==> src/rtl/sw_array_feeder_if.sv <==
// Bus bundle between the feeder, the host-side sequence buffers and PE 0 / per-PE store strobes.
// master = feeder side, slave = host/PE side.
interface sw_array_feeder_if #(
    parameter int NUM_PE  = 6,
    parameter int SCORE_W = 10
);
    logic               q_valid;
    logic [1:0]         q_data;
    logic               q_ready;
    logic               r_valid;
    logic [1:0]         r_data;
    logic               r_ready;
    logic [1:0]         S_out;
    logic [NUM_PE-1:0]  store_S_out;
    logic [1:0]         T_out;
    logic [SCORE_W-1:0] V_out;
    logic [SCORE_W-1:0] F_out;
    logic               init_out;

    modport master (
        input  q_valid, q_data, r_valid, r_data,
        output q_ready, r_ready, S_out, store_S_out, T_out, V_out, F_out, init_out
    );

    modport slave (
        output q_valid, q_data, r_valid, r_data,
        input  q_ready, r_ready, S_out, store_S_out, T_out, V_out, F_out, init_out
    );
endinterface

==> src/rtl/sw_array_feeder.sv <==
// Smith-Waterman chain feeder: loads one query base per PE, streams reference bases into PE 0,
// then drains the chain before pulsing done.
module sw_array_feeder #(
    parameter int                 NUM_PE  = 6,
    parameter int                 SCORE_W = 10,
    parameter int                 LEN_W   = 16,
    parameter logic [SCORE_W-1:0] V_INIT  = '0,
    parameter logic [SCORE_W-1:0] F_INIT  = '0
) (
    input  logic             clk,
    input  logic             rst,
    input  logic             start,
    input  logic [LEN_W-1:0] ref_len,
    output logic             busy,
    output logic             done,
    sw_array_feeder_if.master bus
);
    localparam int IDX_W = $clog2(NUM_PE) + 1;

    typedef enum logic [2:0] {IDLE, LOAD, STREAM, DRAIN, DONE} state_t;

    state_t             state_q, state_d;
    logic [LEN_W-1:0]   ref_len_q, ref_len_d;
    logic [IDX_W-1:0]   load_idx_q, load_idx_d;
    logic [LEN_W-1:0]   ref_cnt_q, ref_cnt_d;
    logic [LEN_W-1:0]   drain_cnt_q, drain_cnt_d;
    logic [1:0]         s_q, s_d;
    logic [NUM_PE-1:0]  store_q, store_d;
    logic [1:0]         t_q, t_d;
    logic [SCORE_W-1:0] v_q, v_d;
    logic [SCORE_W-1:0] f_q, f_d;
    logic               init_q, init_d;
    logic               done_q, done_d;
    logic               q_acc, r_acc;

    // Ready is decoded purely from state so valid never loops back combinationally.
    assign bus.q_ready = (state_q == LOAD);
    assign bus.r_ready = (state_q == STREAM);
    assign q_acc       = bus.q_valid && (state_q == LOAD);
    assign r_acc       = bus.r_valid && (state_q == STREAM);

    always_comb begin
        state_d     = state_q;
        ref_len_d   = ref_len_q;
        load_idx_d  = load_idx_q;
        ref_cnt_d   = ref_cnt_q;
        drain_cnt_d = drain_cnt_q;
        s_d         = s_q;
        store_d     = '0;
        t_d         = t_q;
        v_d         = v_q;
        f_d         = f_q;
        init_d      = 1'b0;
        done_d      = (state_q == DONE);

        unique case (state_q)
            IDLE: begin
                if (start) begin
                    ref_len_d   = ref_len;
                    load_idx_d  = '0;
                    ref_cnt_d   = '0;
                    drain_cnt_d = '0;
                    state_d     = LOAD;
                end
            end
            LOAD: begin
                if (q_acc) begin
                    s_d        = bus.q_data;
                    store_d    = NUM_PE'(1) << load_idx_q;
                    load_idx_d = load_idx_q + IDX_W'(1);
                    if (load_idx_q == IDX_W'(NUM_PE - 1)) begin
                        state_d     = (ref_len_q == '0) ? DRAIN : STREAM;
                        drain_cnt_d = '0;
                    end
                end
            end
            STREAM: begin
                if (r_acc) begin
                    t_d       = bus.r_data;
                    v_d       = V_INIT;
                    f_d       = F_INIT;
                    init_d    = 1'b1;
                    ref_cnt_d = ref_cnt_q + LEN_W'(1);
                    // ref_cnt_q <= ref_len_q-1 here, so the increment cannot wrap.
                    if (ref_cnt_d == ref_len_q) begin
                        state_d     = DRAIN;
                        drain_cnt_d = '0;
                    end
                end
            end
            DRAIN: begin
                if (drain_cnt_q == LEN_W'(NUM_PE - 1)) state_d = DONE;
                else drain_cnt_d = drain_cnt_q + LEN_W'(1);
            end
            DONE:    state_d = IDLE;
            default: state_d = IDLE;
        endcase
    end

    always_ff @(posedge clk) begin
        if (rst) begin
            state_q     <= IDLE;
            ref_len_q   <= '0;
            load_idx_q  <= '0;
            ref_cnt_q   <= '0;
            drain_cnt_q <= '0;
            s_q         <= '0;
            store_q     <= '0;
            t_q         <= '0;
            v_q         <= '0;
            f_q         <= '0;
            init_q      <= 1'b0;
            done_q      <= 1'b0;
        end else begin
            state_q     <= state_d;
            ref_len_q   <= ref_len_d;
            load_idx_q  <= load_idx_d;
            ref_cnt_q   <= ref_cnt_d;
            drain_cnt_q <= drain_cnt_d;
            s_q         <= s_d;
            store_q     <= store_d;
            t_q         <= t_d;
            v_q         <= v_d;
            f_q         <= f_d;
            init_q      <= init_d;
            done_q      <= done_d;
        end
    end

    assign bus.S_out       = s_q;
    assign bus.store_S_out = store_q;
    assign bus.T_out       = t_q;
    assign bus.V_out       = v_q;
    assign bus.F_out       = f_q;
    assign bus.init_out    = init_q;
    assign busy            = (state_q != IDLE);
    assign done            = done_q;
endmodule

==> src/flat_wrapper.sv <==
// flat-port wrapper written by rule: the top's interface ports become plain ports
module sw_array_feeder_flat 
#(
    parameter int                 NUM_PE  = 6,
    parameter int                 SCORE_W = 10,
    parameter int                 LEN_W   = 16,
    parameter logic [SCORE_W-1:0] V_INIT  = '0,
    parameter logic [SCORE_W-1:0] F_INIT  = '0
)
  (clk, rst, start, ref_len, busy, done, bus_q_valid, bus_q_data, bus_r_valid, bus_r_data, bus_q_ready, bus_r_ready, bus_S_out, bus_store_S_out, bus_T_out, bus_V_out, bus_F_out, bus_init_out);
  sw_array_feeder_if #(.NUM_PE(NUM_PE), .SCORE_W(SCORE_W)) bus_i ();
  input  logic clk;
  input  logic rst;
  input  logic start;
  input  logic [LEN_W-1:0] ref_len;
  output logic busy;
  output logic done;
  input wire logic [$bits(bus_i.q_valid)-1:0] bus_q_valid;
  input wire logic [$bits(bus_i.q_data)-1:0] bus_q_data;
  input wire logic [$bits(bus_i.r_valid)-1:0] bus_r_valid;
  input wire logic [$bits(bus_i.r_data)-1:0] bus_r_data;
  output wire logic [$bits(bus_i.q_ready)-1:0] bus_q_ready;
  output wire logic [$bits(bus_i.r_ready)-1:0] bus_r_ready;
  output wire logic [$bits(bus_i.S_out)-1:0] bus_S_out;
  output wire logic [$bits(bus_i.store_S_out)-1:0] bus_store_S_out;
  output wire logic [$bits(bus_i.T_out)-1:0] bus_T_out;
  output wire logic [$bits(bus_i.V_out)-1:0] bus_V_out;
  output wire logic [$bits(bus_i.F_out)-1:0] bus_F_out;
  output wire logic [$bits(bus_i.init_out)-1:0] bus_init_out;
  assign bus_i.q_valid = bus_q_valid;
  assign bus_i.q_data = bus_q_data;
  assign bus_i.r_valid = bus_r_valid;
  assign bus_i.r_data = bus_r_data;
  assign bus_q_ready = bus_i.q_ready;
  assign bus_r_ready = bus_i.r_ready;
  assign bus_S_out = bus_i.S_out;
  assign bus_store_S_out = bus_i.store_S_out;
  assign bus_T_out = bus_i.T_out;
  assign bus_V_out = bus_i.V_out;
  assign bus_F_out = bus_i.F_out;
  assign bus_init_out = bus_i.init_out;
  sw_array_feeder #(.NUM_PE(NUM_PE), .SCORE_W(SCORE_W), .LEN_W(LEN_W), .V_INIT(V_INIT), .F_INIT(F_INIT)) u_core (.clk(clk), .rst(rst), .start(start), .ref_len(ref_len), .busy(busy), .done(done), .bus(bus_i));
endmodule
==> config.mk <==
export PLATFORM = sky130hd
export DESIGN_NAME = sw_array_feeder_flat
export DESIGN_NICKNAME = d
export VERILOG_FILES = /design/src/rtl/sw_array_feeder_if.sv /design/src/rtl/sw_array_feeder.sv /design/src/flat_wrapper.sv
export SDC_FILE = /design/constraint.sdc
export NUM_CORES = 1
export LEC_CHECK = 0
export ABC_AREA = 1
export CORE_MARGIN = 2
export CORE_UTILIZATION = 35
export CTS_BUF_LIST = sky130_fd_sc_hd__clkbuf_16
export CTS_CLUSTER_DIAMETER = 50
export DETAILED_ROUTE_END_ITERATION = 7
export PLACE_DENSITY = 0.55
export SYNTH_ARGS = -nofsm -noshare
export SYNTH_HDL_FRONTEND = slang
export SYNTH_SLANG_ARGS = --single-unit
==> constraint.sdc <==
create_clock -name clk -period 4.22 [get_ports clk]
set_input_delay 0.844 -clock clk [delete_from_list [all_inputs] [get_ports clk]]
set_output_delay 0.844 -clock clk [all_outputs]
set_load 0.02 [all_outputs]
## Yosys cells after proc, flatten, opt, wreduce, memory -nomap -nowiden

Index checks and enable logic that the tools add are counted.
Widths: inputs -> output; s select.

| word-level totals | value |
|---|---|
| register bits | 67 |
| output and inout port bits | 35 |
| word-level logic and storage cells | 69 |
| bits of input ports | 25 |

| operators by class | value |
|---|---|
| muxes and demuxes | 21 |
| eq/ne operators | 14 |
| reductions and logical operators | 17 |
| shifts and indexed selects | 1 |
| bitwise logic cells | 3 |
| add/sub/neg operators | 3 |

Operators with widths:

| kind | number |
|---|---|
| $mux 16 | 7 |
| $pmux 16 s4 | 1 |
| $add 16x1->16 const B | 2 |
| $pmux 16 s2 | 1 |
| $mux 3 | 6 |
| $eq 16x16->1 | 1 |
| $eq 16x3->1 const B | 1 |
| $logic_not 16->1 | 1 |
| $pmux 3 s4 | 1 |
| $ne 2x1->1 const B | 5 |
| $mux 4 | 2 |
| $pmux 4 s2 | 1 |
| $reduce_and 7->1 | 1 |
| $eq 3x2->1 const B | 2 |
| $reduce_and 2->1 | 3 |
| $reduce_and 3->1 | 2 |
| $reduce_and 6->1 | 1 |
| $shl 1x4->6 const A | 1 |
| $add 4x1->4 const B | 1 |
| $eq 4x3->1 const B | 1 |
| $ne 2x2->1 const B | 2 |
| $reduce_bool 2->1 | 2 |
| $reduce_bool 4->1 | 1 |
| $eq 3x1->1 const B | 1 |
| 8 further kinds | 12 |

## Logic depth before layout (Yosys ltp)

| logic depth | value |
|---|---|
| depth after elaboration | 5 |
| mapped depth | 17 |
| gate-level depth less buffers | 16 |

## Least setup slack after synthesis

No wires, ideal clock.

| path | value |
|---|---|
| path kind | in2reg |
| from | in bus_q_valid |
| to | reg u_core.drain_cnt_q[10] |
| arrival time | 1.921 ns |
| required time | 4.110 ns |
| slack | 2.189 ns |
| buffers on the path | 1 |
| cell stages on the path | 8 |
| library setup time | 0.110 ns |
| cell sequence | a31oi_1 -> a21oi_1 -> inv_1 -> nor3_2 -> clkbuf_1 -> nand4_1 -> nand2_1 -> nor2_1 |

| on the way | value |
|---|---|
| longest elaborated chain between the ends | 3 |

RTL lines:

| item | RTL line | text |
|---|---|---|
| from (decl) | flat_wrapper.sv:18 | `input wire logic [$bits(bus_i.q_valid)-1:0] bus_q_valid;` |
| $logic_and 1x1->1 | sw_array_feeder.sv:39 | `assign q_acc = bus.q_valid && (state_q == LOAD);` |
| $ne 2x1->1 (no line) | -- |  |
| $reduce_and 7->1 (no line) | -- |  |
| to (signal assigned) | sw_array_feeder.sv:119 | `drain_cnt_q <= drain_cnt_d;` |
| to (decl) | sw_array_feeder.sv:26 | `logic [LEN_W-1:0] drain_cnt_q, drain_cnt_d;` |

Every way passes these cells.
A chain may end at the register's enable or synchronous reset.

## Final worst setup path

| path | value |
|---|---|
| from | reg u_core.ref_cnt_q[1] |
| to | reg u_core.drain_cnt_q[12] |

| on the way | value |
|---|---|
| longest elaborated chain between the ends | 4 |

RTL lines:

| item | RTL line | text |
|---|---|---|
| from (decl) | sw_array_feeder.sv:25 | `logic [LEN_W-1:0] ref_cnt_q, ref_cnt_d;` |
| from (signal assigned) | sw_array_feeder.sv:118 | `ref_cnt_q <= ref_cnt_d;` |
| $add 16x1->16 | sw_array_feeder.sv:83 | `ref_cnt_d = ref_cnt_q + LEN_W'(1);` |
| $eq 16x16->1 | sw_array_feeder.sv:85 | `if (ref_cnt_d == ref_len_q) begin` |
| $ne 2x1->1 (no line) | -- |  |
| $reduce_and 7->1 (no line) | -- |  |

Every way passes these cells.

==> impl_metrics.csv <==
group,metric,value,unit
cts,numCtsBuffers,9,
placement,portBuffers,39,
sta,worst_pin_slew,867,ps
floorplan,dieArea,12100,um2
sta,min_period,2590,ps
critical_path,cp_max_fo,17,
critical_path,crit_buf_inv,1,
hold_path,hp-class,"flop to flop",
critical_path,critPathArrivalTime,2860,ps
cts,clock_sinks,67,
cts,cts_setup_buffers,0,
placement,gp_congestion,0.822,
cts,cts_hold_buf,0,
power,cellPowerDensity,589,nW/um2
critical_path,crit_chain,"ha_1 > nand2_1 > nor2_2 > nand4_1 > nand2_1 > nand2_1 > nand2_1 > nand2_1 > nor2_1 > nand3_1 > nand2_4 > nand3_4 > nand2_1 > inv_1 > nor2_1",
critical_path,critPathLaunchType,"flop",
global_route,grt_pass1_vias,3591,
placement,hpwl,7.03,mm
sta,tns,0,ps
global_route,antenna_found_initial,0,
floorplan,start_util,0.361,
outcome,status,"complete, no violations",
logic_synthesis,syn_inst,627,
placement,pre_cts_ws,1450,ps
floorplan,die_width,110,um
sta,maxSlewHeadroom,0.422,
cts,cts_tree,"done",
drt,wire_per_inst,12.4,um
critical_path,critical-path-slowest-cell,"dfxtp_1",
logic_synthesis,seq_area_frac_synth,0.340,
drt,routed-via-count,3900,
sta,rsz0062_at_grt,"false",
drt,avgViaCountPerCell,4.81,
finish,num-fill-cells,1151,
sta,fin_worst_skew,7.67,ps
sta,finalHoldViolations,0,
floorplan,die_height,110,um
finish,area_growth_syn_to_layout,19.1,%
logic_synthesis,synth-async-reset-ratio,0,
floorplan,pin_count,60,
sta,fin_ws,1630,ps
cts,clkTransAtPathRegs,60,ps
logic_synthesis,ys_ff_latch,67,
sta,fmax,387,MHz
cts,htreeDepth,3,
global_route,grt_usage,0.177,
cts,clk_latency,330,ps
critical_path,cp-end-kind,"flop",
drt,antenna_left,0,
run,drv_cap,0,
drt,drtPass1Iterations,5,
global_route,grt_pass1_wl,16.9,mm
critical_path,worst-setup-path-type,"flop to flop",
logic_synthesis,post-synth-top-count-cell,"nand2_1",
critical_path,crit_required,4490,ps
critical_path,crit_top_cell,"nand2_1",
logic_synthesis,synth.distinct_cells,32,
logic_synthesis,synthTopCellsByCount,"nand2_1 (160), inv_1 (93), nor2_1 (73)",
logic_synthesis,yosys_warnings,0,
logic_synthesis,netlist_area,3940,um2
drt,drt-initial-drc-count,242,
logic_synthesis,syn_avg_cell_area,6.29,um2
cts,clockBufferDepth,2,
power,p_leak,2.07,nW
critical_path,max_stage_delay,380,ps
logic_synthesis,synth_top_area_frac,0.340,
floorplan,row_count,38,
logic_synthesis,synth_area_leaders,"dfxtp_1 (34%), nand2_1 (15%), inv_1 (8.9%), nand3_1 (7.5%), nor2_1 (7.0%)",
logic_synthesis,synth_edf_count,0,
logic_synthesis,synth_ff_type,"dfxtp_1",
critical_path,crit_family,"simple AND/OR/NAND/NOR gates",
finish,fin_nets,697,
drt,drc,0,
sta,fin_crit_sh,0.613,
sta,drv_slew,0,
cts,cts_root_buf,"clkbuf_16",
power,totalPowerFinal,2.77,mW
power,peakVddDrop,0.236,mV
cts,cts_resized,0,
sta,setup_viol,0,
global_route,overflow,0,
finish,drive_gt1_frac,0.0522,
logic_synthesis,synth_top_area_cell,"dfxtp_1",
finish,antenna_cells,0,
global_route,grt_max_degree,32,
sta,whs,486,ps
floorplan,core,10900,um2
drt,wl,10.0,mm
==> layer usage <==
layer  vias to the layer above  wire length (um)  GRT usage  share of wire
met5                         -                 0          0              0
met4                         0               135     0.0518          0.013
met3                        11               452     0.0506          0.045
met2                        99              4820      0.295           0.48
met1                      1743              4600      0.221           0.46
li1                       2047                 -          -              -
==> tightest hold or removal path, cell delays in order (launching register included) <==
cell and delay, ps:
dfxtp_1 320, inv_1 70, a21oi_1 50
==> placed cells by master, fill, tap and decap left out, drive strengths merged, types with 2 or more instances in the layout <==
cell type      instances
nor3                   8
buf                    6
dfxtp                 67
ha                     6
nor2                  80
inv                   94
nand3                 60
or2                    2
clkinv                 4
o21ai                 29
clkbuf                 9
xor2                   4
nand4                 29
o211ai                 3
conb                  20
a21oi                 36
clkdlybuf4s50         39
nand2                164
nor4                   5
==> worst paths after layout <==
path                                                        start                                   to  depth (start not counted)  slack [ps]
worst max-delay path             u_core.ref_cnt_q[1]$_SDFFE_PP0P_  u_core.drain_cnt_q[12]$_SDFFE_PP0P_                         15        1630
worst min-delay path            u_core.ref_len_q[10]$_SDFFE_PP0P_    u_core.ref_len_q[10]$_SDFFE_PP0P_                          2         490
worst max register to register   u_core.ref_cnt_q[1]$_SDFFE_PP0P_  u_core.drain_cnt_q[12]$_SDFFE_PP0P_                         15        1630
worst min register to register  u_core.ref_len_q[10]$_SDFFE_PP0P_    u_core.ref_len_q[10]$_SDFFE_PP0P_                          2         490
==> sequential cells by signal, summed over array words and instances, names as in the netlist, 2 cells and up <==
register,flops
u_core.bus.S_out,2
u_core.ref_len_q,16
u_core.state_q,3
u_core.ref_cnt_q,16
u_core.drain_cnt_q,16
u_core.bus.T_out,2
u_core.load_idx_q,4
u_core.bus.store_S_out,6
==> power by group <==
group | internal [mW] | leakage (nW) | total, mW | switching [mW]
Clock | 0.455 | 0.139 | 0.740 | 0.286
Combinational | 0.391 | 1.38 | 1.15 | 0.757
Sequential | 0.770 | 0.547 | 0.878 | 0.108
==> stage by stage <==
step	std cells	instance area, um2	utilization
floorplan	646	4010	-
global placement	795	4400	0.403
detailed placement	795	4400	0.403
CTS	810	4700	0.430
global route	810	4700	0.430
finish	810	4700	0.430
==> final cells by class <==
class / instances / area (um2) / share of cell area
Multi-Input combinational cell: 449 / 2100 / 0.447
Clock inverter: 6 / 67.6 / 0.0144
Timing Repair Buffer: 45 / 435 / 0.0927
Tap cell: 140 / 175 / 0.0373
Sequential cell: 67 / 1340 / 0.286
Clock buffer: 9 / 225 / 0.0479
Inverter: 94 / 353 / 0.0751
==> logic make-up (layout without fill, tap and decap cells) <==
group                    count (synthesis)  in the layout  share of synthesized area
buffers and inverters                  130            154                      0.145
adder cells (fa/ha/maj)                  6              6                     0.0190
AND/OR/NAND/NOR                        348            348                      0.391
other                                    1             20                   0.000951
flip-flops                              67             67                      0.340
XOR/XNOR                                 4              4                    0.00889
AO/OA/AOI/OAI                           71             71                     0.0946
(Power assumes the default switching activity.)
